<file path="src/rtl/multibyte_add_seq.sv">
// Byte-serial multi-byte adder: adds two 8*NBYTES-bit operands one byte per clock, LSB first.
// Optional MULTIBYTE_ADD_SEQ_SUB_EN adds a `sub` port selecting A-B instead of A+B.
module multibyte_add_seq #(
    parameter int NBYTES = 4
) (
    input  logic                clk,
    input  logic                rst,
    input  logic                start,
    input  logic [8*NBYTES-1:0] a,
    input  logic [8*NBYTES-1:0] b,
`ifdef MULTIBYTE_ADD_SEQ_SUB_EN
    input  logic                sub,
`endif
    output logic                busy,
    output logic                done,
    output logic [8*NBYTES-1:0] sum,
    output logic                cout
);

    localparam int W  = 8 * NBYTES;
    localparam int IW = (NBYTES > 1) ? $clog2(NBYTES) : 1;
    localparam logic [IW-1:0] LAST = IW'(NBYTES - 1);

    typedef enum logic [1:0] {
        IDLE,
        ADD,
        DONE
    } state_t;

    state_t        state_q, state_d;
    logic [W-1:0]  a_q, a_d;
    logic [W-1:0]  b_q, b_d;
    logic [W-1:0]  res_q, res_d;
    logic [W-1:0]  sum_q, sum_d;
    logic [IW-1:0] idx_q, idx_d;
    logic          carry_q, carry_d;
    logic          cout_q, cout_d;
    logic          busy_q, busy_d;
    logic          done_q, done_d;

    logic [IW+2:0] off;
    logic [8:0]    byte_sum;

    always_comb begin
        state_d  = state_q;
        a_d      = a_q;
        b_d      = b_q;
        res_d    = res_q;
        sum_d    = sum_q;
        idx_d    = idx_q;
        carry_d  = carry_q;
        cout_d   = cout_q;
        done_d   = 1'b0;
        off      = {idx_q, 3'b000};
        byte_sum = {1'b0, a_q[off +: 8]} + {1'b0, b_q[off +: 8]}
                 + {8'd0, carry_q};

        unique case (state_q)
            IDLE: begin
                if (start) begin
                    a_d     = a;
                    idx_d   = '0;
                    state_d = ADD;
`ifdef MULTIBYTE_ADD_SEQ_SUB_EN
                    // Subtraction as A + ~B + 1; cout then means no borrow.
                    b_d     = sub ? ~b : b;
                    carry_d = sub;
`else
                    b_d     = b;
                    carry_d = 1'b0;
`endif
                end
            end
            ADD: begin
                res_d[off +: 8] = byte_sum[7:0];
                carry_d         = byte_sum[8];
                if (idx_q == LAST) begin
                    state_d = DONE;
                end else begin
                    idx_d = idx_q + 1'b1;
                end
            end
            DONE: begin
                sum_d   = res_q;
                cout_d  = carry_q;
                done_d  = 1'b1;
                state_d = IDLE;
            end
            default: state_d = IDLE;
        endcase

        busy_d = (state_d != IDLE);
    end

    always_ff @(posedge clk) begin
        if (rst) begin
            state_q <= IDLE;
            a_q     <= '0;
            b_q     <= '0;
            res_q   <= '0;
            sum_q   <= '0;
            idx_q   <= '0;
            carry_q <= 1'b0;
            cout_q  <= 1'b0;
            busy_q  <= 1'b0;
            done_q  <= 1'b0;
        end else begin
            state_q <= state_d;
            a_q     <= a_d;
            b_q     <= b_d;
            res_q   <= res_d;
            sum_q   <= sum_d;
            idx_q   <= idx_d;
            carry_q <= carry_d;
            cout_q  <= cout_d;
            busy_q  <= busy_d;
            done_q  <= done_d;
        end
    end

    assign busy = busy_q;
    assign done = done_q;
    assign sum  = sum_q;
    assign cout = cout_q;

endmodule

</file>
<file path="config.mk">
export PLATFORM = sky130hd
export DESIGN_NAME = multibyte_add_seq
export DESIGN_NICKNAME = d
export VERILOG_FILES = /design/src/rtl/multibyte_add_seq.sv
export SDC_FILE = /design/constraint.sdc
export NUM_CORES = 1
export LEC_CHECK = 0
export ABC_CLOCK_PERIOD_IN_PS = 6400
export BUFFER_PORTS_ARGS = -buffer_cell sky130_fd_sc_hd__buf_4
export CAP_MARGIN = 15
export CORE_MARGIN = 1.5
export CORE_UTILIZATION = 55
export CTS_CLUSTER_SIZE = 24
export DETAILED_ROUTE_END_ITERATION = 10
export GPL_TIMING_DRIVEN = 0
export PLACE_DENSITY = 0.79
export SETUP_SLACK_MARGIN = 0.15
export SLEW_MARGIN = 20
export SYNTH_ARGS = -nofsm -noshare
export SYNTH_HDL_FRONTEND = slang
export SYNTH_SLANG_ARGS = --single-unit
</file>
<file path="constraint.sdc">
create_clock -name clk -period 6.4 [get_ports clk]
set_input_delay 1.28 -clock clk [delete_from_list [all_inputs] [get_ports clk]]
set_output_delay 1.28 -clock clk [all_outputs]
set_load 0.02 [all_outputs]
</file>
==> flow_summary_export.csv <==
group,metric,value,unit
outcome,outcome,"finished clean",
floorplanning,dieArea,0.0108,mm^2
drt,drt_pass1_iterations,5,
floorplanning,start_util,0.570,
sta,rsz0062_at_grt,"false",
place,placed_cell_area,0.00655,mm^2
sta,final.setup_skew,7.89,ps
finish,antennaDiodeCount,0,
sta,hold_viol_final,0,
place,dp_hpwl,10300,um
place,gp_congestion,0.876,
floorplanning,die_width,104,um
sta,relSlewSlack,0.492,
clock_network,ctsLongestPathBuffers,2,
floorplanning,num_rows,36,
logic_synthesis,ys_types,45,
sta,fmax,0.268,GHz
place,place_inst,876,
global_routing,antenna_found_initial,0,
floorplanning,core_area,0.00986,mm^2
drt,wl_per_cell,16.0,um
logic_synthesis,synth_common_cells,"nand2_1 (197), dfxtp_1 (136), a21oi_1 (106)",
clock_network,insertion_delay,530,ps
sta,finalWorstSetupSlack,2670,ps
global_routing,grtUsageTotal,0.281,
clock_network,cts-hold-fix-buffers,0,
clock_network,root_buffer,"clkbuf_8",
sta,setup_viol,0,
setup_path,crit_family,"compound AO/OA/AOI/OAI gates",
global_routing,grt_pass1_wl,23700,um
power_and_ir_drop,leakage,2.84,nW
logic_synthesis,ys_warn_count,0,
clock_network,cts_sinks,136,
global_routing,grt_pass1_vias,5000,
finish,drive_gt1_frac,0.221,
global_routing,grt_max_degree,17,
place,pre_cts_ws,2690,ps
finish,final_core_util,0.722,
setup_path,required,6860,ps
setup_path,cp_common_cell,"fa_1",
job,cap_violations,0,
drt,first_iter_violations,246,
clock_network,path_clk_slew,60,ps
power_and_ir_drop,powerDensity,284,mW/mm^2
logic_synthesis,synth_largest_area_cell,"dfxtp_1",
power_and_ir_drop,peakVddDrop,0.196,mV
logic_synthesis,syn_nets,724,
logic_synthesis,synthArstFlopShare,0,
logic_synthesis,ys_dominant_reg_cell,"dfxtp_1",
drt,drc,0,
finish,finalNonFillerCells,908,
global_routing,grt-ovfl-total,0,
hold_path,hp-class,"reg2reg",
sta,setup_tns,0,ps
finish,nNetsFinal,844,
clock_network,htreeDepth,4,
setup_path,cp_cell_sequence,"buf_2 -> buf_1 -> mux4_2 -> fa_1 -> inv_1 -> fa_1 -> nor2b_1 -> o31a_1 -> a21oi_1 -> a22oi_1 -> nor2_1",
clock_network,cts_inserted_buffers,17,
setup_path,cp-end-kind,"flip-flop",
finish,seq_area,0.00272,mm^2
drt,num_vias,5017,
finish,fill_cells,715,
logic_synthesis,ys_seq_area_frac,0.484,
logic_synthesis,syn_avg_cell_area,8.76,um^2
setup_path,crit_path_top_delay_cell,"buf_1",
place,io_buffer_count,101,
sta,fin_crit,3730,ps
finish,areaGrowthSynthToFinish,26.6,%
setup_path,cp_num_buf_inv,3,
floorplanning,die_y,104,um
logic_synthesis,syn-cell-area,0.00563,mm^2
drt,ant_nets,0,
logic_synthesis,synth.top_cells.by_area,"dfxtp_1 (48%), nand2_1 (13%), a21oi_1 (9.4%)",
logic_synthesis,synth-seq-cells,136,
setup_path,crit_path_start_kind,"flip-flop",
floorplanning,ios,102,
clock_network,postCtsSetupBuffers,0,
setup_path,crit_fanout,10,
finish,multi_input_area,0.00268,mm^2
setup_path,max_stage_delay,580,ps
clock_network,cts_tree,"yes",
sta,tightestPinTransition,750,ps
setup_path,worstSetupPathType,"reg2reg",
logic_synthesis,netlist_instances,642,
sta,slew_violations,0,
setup_path,worstPathArrival,4190,ps
finish,fin_area,0.00712,mm^2
drt,post_drt_via_cell_ratio,5.53,
sta,fin_crit_sh,0.583,
logic_synthesis,synth_edf_count,0,
clock_network,cts_resized,0,
logic_synthesis,synth_top_area_frac,0.484,
drt,drt_wl_total,14500,um
logic_synthesis,yosysMostFrequentCell,"nand2_1",
-- kinds of logic after synthesis --
group / after synthesis / synth area share
AND/OR/NAND/NOR: 262 / 0.203
multiplexers: 19 / 0.0696
AO/OA/AOI/OAI: 155 / 0.164
buffers and inverters: 52 / 0.0389
XOR/XNOR: 3 / 0.00467
flip-flops: 136 / 0.484
adder cells (fa/ha/maj): 15 / 0.0360
-- state kept, by name, indices dropped and copies added, names as in the netlist, 2 cells and up --
name,flops
state_q,2
sum,32
idx_q,2
a_q,32
b_q,32
res_q,32
-- worst register-to-register path: stages, from the launching register on --
cell and delay (ps):
dfxtp_1 380, buf_2 280, buf_1 580, mux4_2 480, fa_1 460, inv_1 90
fa_1 210, nor2b_1 70, o31a_1 290, a21oi_1 540, a22oi_1 150, nor2_1 130
-- metal layers --
layer	GRT usage	routed length [um]	vias to the layer above
met1	0.321	5810	2299
met4	0.167	661	0
met2	0.479	7190	217
met3	0.0677	867	54
li1	-	-	2447
met5	0	0	-
-- path summary, 6_finish.rpt --
kind / from / end / slack [ps] / cells after the start
max: idx_q[1] / res_q[4] / 2670 / 11
max reg2reg: idx_q[1] / res_q[4] / 2670 / 11
min: a_q[15] / a_q[15] / 450 / 2
min reg2reg: a_q[15] / a_q[15] / 450 / 2
-- where the power goes --
part	internal, W	switching (W)
clock	0.000572	0.000363
combinational	0.0000831	0.000118
sequential	0.000874	0.0000147
total	0.00153	0.000496
-- cell type report --
| cell class | count | area share |
|---|---|---|
| Buffer | 43 | 0.0260 |
| Tap cell | 133 | 0.0234 |
| Timing Repair Buffer | 101 | 0.106 |
| Inverter | 9 | 0.00474 |
| Multi-Input combinational cell | 454 | 0.377 |
| Clock buffer | 20 | 0.0625 |
| Sequential cell | 136 | 0.382 |
| Clock inverter | 12 | 0.0177 |
-- per-stage QoR --
stage	power [W]	hold WS [ps]
after floorplan	0.00102	431
after global placement	0.00110	441
after detailed placement	0.00110	443
after CTS	0.00203	454
after global routing	0.00209	472
final	0.00203	454
-- placed cells by master (no fill, tap or decap), types with 2 or more instances in the layout --
cell type and n:
clkbuf_8 3, mux4_2 16, or2_2 2, a22oi_1 23, buf_2 4, nand3_1 11, clkinv_4 3, buf_1 8
nor3_4 2, clkinv_2 5, and3_1 2, xnor2_1 3, nand2b_1 2, clkinvlp_4 2, buf_4 103, inv_1 9
bufinv_16 2, o21ai_0 3, nand2_4 4, o211ai_2 3, o211ai_1 4, a21oi_1 106, a32o_1 4, ha_1 13
mux2i_1 2, nand2_1 197, dfxtp_1 136, nor2_1 30, clkbuf_1 29, fa_1 2, and2_1 3, nor3_1 2
clkbuf_16 16, a22o_1 4
Power figures use the tool's default switching activity.
